<file path="src/rtl/appmul_recovery_ctrl.sv">
// Sequencer for a shared approximate multiplier core: issues operands, captures the
// approximate product and error vector, and optionally recovers the exact sum serially.
module appmul_recovery_ctrl #(
  parameter int unsigned W        = 16,
  parameter int unsigned CORE_LAT = 1,
  parameter int unsigned SEG_W    = 8
) (
  input  logic              clk,
  input  logic              rst,
  input  logic              in_valid,
  output logic              in_ready,
  input  logic [W-1:0]      in_a,
  input  logic [W-1:0]      in_b,
  input  logic              in_mode,
  output logic [W-1:0]      core_a,
  output logic [W-1:0]      core_b,
  input  logic [2*W-1:0]    core_prod,
  input  logic [2*W-1:0]    core_err,
  output logic              out_valid,
  input  logic              out_ready,
  output logic [2*W-1:0]    out_prod,
  output logic              out_mode,
  output logic              out_err_nz,
  output logic [15:0]       rec_count
);

  localparam int unsigned PW     = 2 * W;
  localparam int unsigned NSEG   = PW / SEG_W;
  localparam int unsigned SEG_IW = (NSEG > 1) ? $clog2(NSEG) : 1;
  localparam logic [2:0]        LAT      = 3'(CORE_LAT);
  localparam logic [SEG_IW-1:0] SEG_LAST = SEG_IW'(NSEG - 1);

  typedef enum logic [1:0] {
    S_IDLE,
    S_WAIT,
    S_RECOVER,
    S_DONE
  } state_t;

  state_t state_q, state_d;

  logic [2:0]        wait_cnt;
  logic [SEG_IW-1:0] seg_cnt;
  logic              mode_q;
  logic              carry_q;
  logic [PW-1:0]     err_q;

  logic              accept;
  logic              capture;
  logic              seg_last;
  logic              handshake;
  logic [SEG_W:0]    slice_sum;
  logic [PW-1:0]     prod_rot;

  // Next-state and per-cycle control decode.
  always_comb begin
    state_d   = state_q;
    accept    = in_valid & in_ready;
    capture   = (state_q == S_WAIT) && (wait_cnt == 3'd0);
    seg_last  = (seg_cnt == SEG_LAST);
    handshake = out_valid & out_ready;
    slice_sum = {1'b0, out_prod[SEG_W-1:0]} + {1'b0, err_q[SEG_W-1:0]}
              + (SEG_W+1)'(carry_q);
    // Work register rotates right by one slice per step, so after NSEG steps
    // every slice is back in its original position.
    prod_rot  = PW'({slice_sum[SEG_W-1:0], out_prod} >> SEG_W);

    case (state_q)
      S_IDLE:    if (accept) state_d = S_WAIT;
      S_WAIT:    if (capture) state_d = mode_q ? S_RECOVER : S_DONE;
      S_RECOVER: if (seg_last) state_d = S_DONE;
      S_DONE:    if (handshake) state_d = S_IDLE;
      default:   state_d = S_IDLE;
    endcase
  end

  always_ff @(posedge clk) begin
    if (rst) state_q <= S_IDLE;
    else     state_q <= state_d;
  end

  // Datapath, counters and registered handshake outputs.
  always_ff @(posedge clk) begin
    if (rst) begin
      in_ready   <= 1'b1;
      out_valid  <= 1'b0;
      core_a     <= '0;
      core_b     <= '0;
      out_prod   <= '0;
      out_mode   <= 1'b0;
      out_err_nz <= 1'b0;
      rec_count  <= '0;
      wait_cnt   <= '0;
      seg_cnt    <= '0;
      mode_q     <= 1'b0;
      carry_q    <= 1'b0;
      err_q      <= '0;
    end else begin
      in_ready  <= (state_d == S_IDLE);
      out_valid <= (state_d == S_DONE);

      if (accept) begin
        core_a   <= in_a;
        core_b   <= in_b;
        mode_q   <= in_mode;
        wait_cnt <= LAT;
      end

      if ((state_q == S_WAIT) && !capture) wait_cnt <= wait_cnt - 3'd1;

      if (capture) begin
        out_prod   <= core_prod;
        err_q      <= core_err;
        out_err_nz <= |core_err;
        out_mode   <= mode_q;
        carry_q    <= 1'b0;
        seg_cnt    <= '0;
      end

      if (state_q == S_RECOVER) begin
        out_prod <= prod_rot;
        err_q    <= err_q >> SEG_W;
        carry_q  <= slice_sum[SEG_W];
        seg_cnt  <= seg_cnt + SEG_IW'(1);
      end

      if (handshake && out_mode && (rec_count != 16'hFFFF))
        rec_count <= rec_count + 16'd1;
    end
  end

endmodule

</file>
<file path="config.mk">
export PLATFORM = sky130hd
export DESIGN_NAME = appmul_recovery_ctrl
export DESIGN_NICKNAME = d
export VERILOG_FILES = /design/src/rtl/appmul_recovery_ctrl.sv
export SDC_FILE = /design/constraint.sdc
export NUM_CORES = 1
export LEC_CHECK = 0
export ABC_AREA = 1
export ABC_CLOCK_PERIOD_IN_PS = 5300
export CAP_MARGIN = 20
export CORE_MARGIN = 8
export CORE_UTILIZATION = 48
export DETAILED_ROUTE_END_ITERATION = 12
export PLACE_DENSITY = 0.82
export SYNTH_ARGS = -nofsm -noshare
export SYNTH_HDL_FRONTEND = slang
export SYNTH_SLANG_ARGS = --single-unit
</file>
<file path="constraint.sdc">
create_clock -name clk -period 5.3 [get_ports clk]
set_input_delay 0.53 -clock clk [delete_from_list [all_inputs] [get_ports clk]]
set_output_delay 0.53 -clock clk [all_outputs]
set_load 0.005 [all_outputs]
</file>
==> reports/summary.log <==
qor: detailed_routing.drc 0
qor: placed_design.post-place-ws 2.29 ns
qor: synthesis.synth.lib_cells_used.distinct 36
qor: worst_hold_path.hold_path.startpoint err_q[31]
qor: die.io_pins 185
qor: clock_network.numClockSinks 125
qor: critical_path.worst_ep_required_time 5.65 ns
qor: clock_network.clock_path_buffers 2
qor: detailed_routing.wl 16,800 um
qor: layout.nets 1,056
qor: synthesis.synth_edf_count 0
qor: detailed_routing.first_pass_iteration_count_of_the_detailed_router 5
qor: run_status.outcome complete, no violations
qor: global_route.busiest_layer met2
qor: critical_path.critPathMaxFanout 64
qor: global_route.overall_global_routing_resource_usage 21.0%
qor: die.floorplan.die.width 124 um
qor: die.floorplan.initialDensity 49.2%
qor: synthesis.yosysTopAreaCell sky130_fd_sc_hd__dfxtp_1
qor: synthesis.synth_seq_area_share 44.4%
qor: timing.layout_min_cycle_time 2.78 ns
qor: global_route.grt_use_met2 33.7%
qor: critical_path.r2r_startpoint state_q[0]
qor: clock_network.cts.clk_slew.worst_paths 0.05 ns
qor: power.power.ir.vdd_worst 0.293 mV
qor: synthesis.postSynth.asyncResetShare 0%
qor: placed_design.port_buffer_count 184
qor: layout.number_of_antenna_diodes 0
qor: flow_run.max-cap-violations 0
qor: clock_network.post-cts-setup-buffer-count 0
qor: worst_hold_path.whs_path_depth 2
qor: synthesis.yosysMostFrequentCell sky130_fd_sc_hd__nand2_1
qor: placed_design.place.gp.congestion 0.849
qor: power.netSwitchingFraction 32.3%
qor: power.pwr-share-comb 32.3%
qor: global_route.gr-total-overflow 0
qor: worst_hold_path.worstHoldPathType reg -> reg
qor: global_route.grt_max_degree 73
qor: timing.finalHoldViolations 0
qor: power.internal_power 2.59 mW
qor: timing.post-route-worst-setup-slack 2.52 ns
qor: synthesis.synth_top_cells_by_count 197 x sky130_fd_sc_hd__nand2_1, 125 x sky130_fd_sc_hd__dfxtp_1, 117 x sky130_fd_sc_hd__nor2_1
qor: global_route.grt_util_met1 24.3%
qor: timing.setup_viol_count_final 0
qor: detailed_routing.drtIter0Drc 537
qor: power.power_density_relative_to_cell_area 471 mW/mm^2
qor: clock_network.tritoncts_clock_tree built
qor: timing.max_slew.worst_pin.slew 1.08 ns
qor: power.pwr-share-clk 31.4%
qor: timing.timing.clock.skew 0.0113 ns
qor: timing.final_max_slew_viol_count 0
qor: clock_network.cts_inserted_buffers 17
qor: synthesis.share_of_the_synthesized_area_in_the_top_cell_type 44.4%
qor: global_route.first_global_vias 5,447
qor: clock_network.insertion_delay 0.42 ns
qor: clock_network.ctsHtreeMaxLevel 4
qor: critical_path.worstSetupStartpointType register
qor: detailed_routing.avgViaCountPerCell 5.28
qor: timing.rsz0062_at_grt false
qor: critical_path.setup.worst_path.start state_q[0]
qor: detailed_routing.num_vias 5,795
qor: clock_network.cts-resized-gates 0
qor: die.die_h 124 um
qor: synthesis.synth_top_cells_by_area sky130_fd_sc_hd__dfxtp_1 44%, sky130_fd_sc_hd__nand2_1 13%, sky130_fd_sc_hd__o21ai_0 8.6%
qor: power.netSwitchingPower 1.24 mW
qor: synthesis.synth-seq-cells 125
qor: layout.synthToLayoutAreaGrowth 44.1%
qor: critical_path.timing_worst_setup_path_type reg -> reg
qor: placed_design.dp_hpwl 11,700 um
qor: die.design.core.area 0.0115 sq mm
qor: power.cellLeakagePower 3.17 nW
qor: die.design.die.area 0.0155 sq mm
qor: synthesis.syn-instance-count 779
qor: synthesis.synth_area 0.00564 sq mm
qor: clock_network.clock_tree.root_cell sky130_fd_sc_hd__clkbuf_16
qor: timing.maxClockFrequency 360 MHz
qor: timing.layout_worst_path_cycle_share 52.5%
qor: global_route.grt_pass1_wl 27,100 um
qor: power.pwr-share-seq 36.3%
qor: timing.relSlewSlack 28.0%
qor: timing.fin_setup_tns 0 ns
qor: global_route.gr-usage-met3 9.53%
qor: synthesis.postSynthNetCount 893
qor: detailed_routing.avgRoutedWirePerCell 15.3 um
qor: critical_path.worst_ep_arrival_time 3.13 ns
qor: critical_path.worstSetupEndpointType register
qor: critical_path.reg2regPathDepth 6
qor: die.placement_rows 39
qor: layout.post_route_cells_drive_above_1_share 6.28%
qor: synthesis.synth-main-ff-cell sky130_fd_sc_hd__dfxtp_1
qor: global_route.number_of_antenna_violations_at_the_first_check_in_global_routing 0
qor: synthesis.ys_warn_count 0
qor: clock_network.ctsHoldBuffers 0
qor: detailed_routing.ant_nets 0
qor: synthesis.post_synth.cell_area_avg 7.24 sq um
-- final cells by class --
| class | count | area, sq um |
|---|---|---|
| tap | 143 | 179 |
| clock buffer | 26 | 509 |
| sequential | 125 | 2500 |
| clock inverter | 6 | 105 |
| inverter | 41 | 154 |
| multi-input combinational | 569 | 2800 |
| timing repair buffer | 188 | 1880 |
| fill | 940 | 3340 |
-- per-layer routing --
layer,vias to the layer above,wire (um)
li1,2902,-
met2,217,7830
met4,0,357
met1,2647,7080
met5,-,0
met3,29,1530
-- cell families (layout without fill, tap and decap cells) --
family	after synthesis	count (layout)	share of synthesized area, %
AO/OA/AOI/OAI	183	183	18.2
XOR/XNOR	13	13	2.02
adder cells (fa/ha/maj)	13	13	3.15
buffers and inverters	85	261	6.17
flip-flops	125	125	44.4
AND/OR/NAND/NOR	360	360	26.1
-- flip-flops by register name, indices dropped and copies added (netlist names) --
register	cells
in_ready	1
core_a	16
seg_cnt	2
out_prod	32
rec_count	16
state_q	2
wait_cnt	3
core_b	16
err_q	32
mode_q	1
out_err_nz	1
carry_q	1
out_mode	1
out_valid	1
-- per-stage QoR --
| step | cell area, sq um | utilization, % | hold WS (ns) | std cells | total power, mW |
|---|---|---|---|---|---|
| final | 8130 | 70.9 | 0.457 | 1098 | 3.83 |
| after global routing | 8130 | 70.9 | 0.485 | 1098 | 4.08 |
| after CTS | 8110 | 70.7 | 0.449 | 1097 | 3.82 |
| after detailed placement | 7490 | 65.4 | 0.441 | 1065 | 2.61 |
| after global placement | 7490 | 65.4 | 0.433 | 1065 | 2.58 |
| after floorplan | 5640 | - | 0.423 | 779 | 2.05 |
-- final timing paths --
path / end / slack [ns]
setup / recovery: err_q[31] / 2.52
hold / removal: err_q[31] / 0.46
setup reg to reg: err_q[31] / 2.52
hold reg to reg: err_q[31] / 0.46
-- worst max-delay path, stage by stage (launching register included) --
cell                      delay, ns
sky130_fd_sc_hd__dfxtp_1       0.34
sky130_fd_sc_hd__inv_1         0.07
sky130_fd_sc_hd__nand2_2       0.72
sky130_fd_sc_hd__inv_2         0.72
sky130_fd_sc_hd__nor2_1        0.53
sky130_fd_sc_hd__o21ai_0       0.19
sky130_fd_sc_hd__a21oi_1       0.14
-- power by group through the flow --
stage,clock network [mW],registers (mW),logic [mW]
final,1.20,1.39,1.24
after global routing,1.27,1.42,1.39
after CTS,1.21,1.39,1.22
after detailed placement,0,1.40,1.21
after global placement,0,1.40,1.19
after floorplan,0,1.36,0.683
-- cell usage in the layout (no fill, tap or decap), drive strengths merged, types with 6 or more instances in the layout --
cell type,instances
nand2,201
clkdlybuf4s50,184
dfxtp,125
nor2,119
o21ai,97
a31oi,49
inv,41
a21oi,33
clkbuf,26
nand3,14
xor2,11
ha,11
nor3,6
Note: power is estimated with default switching activity, not from simulation.
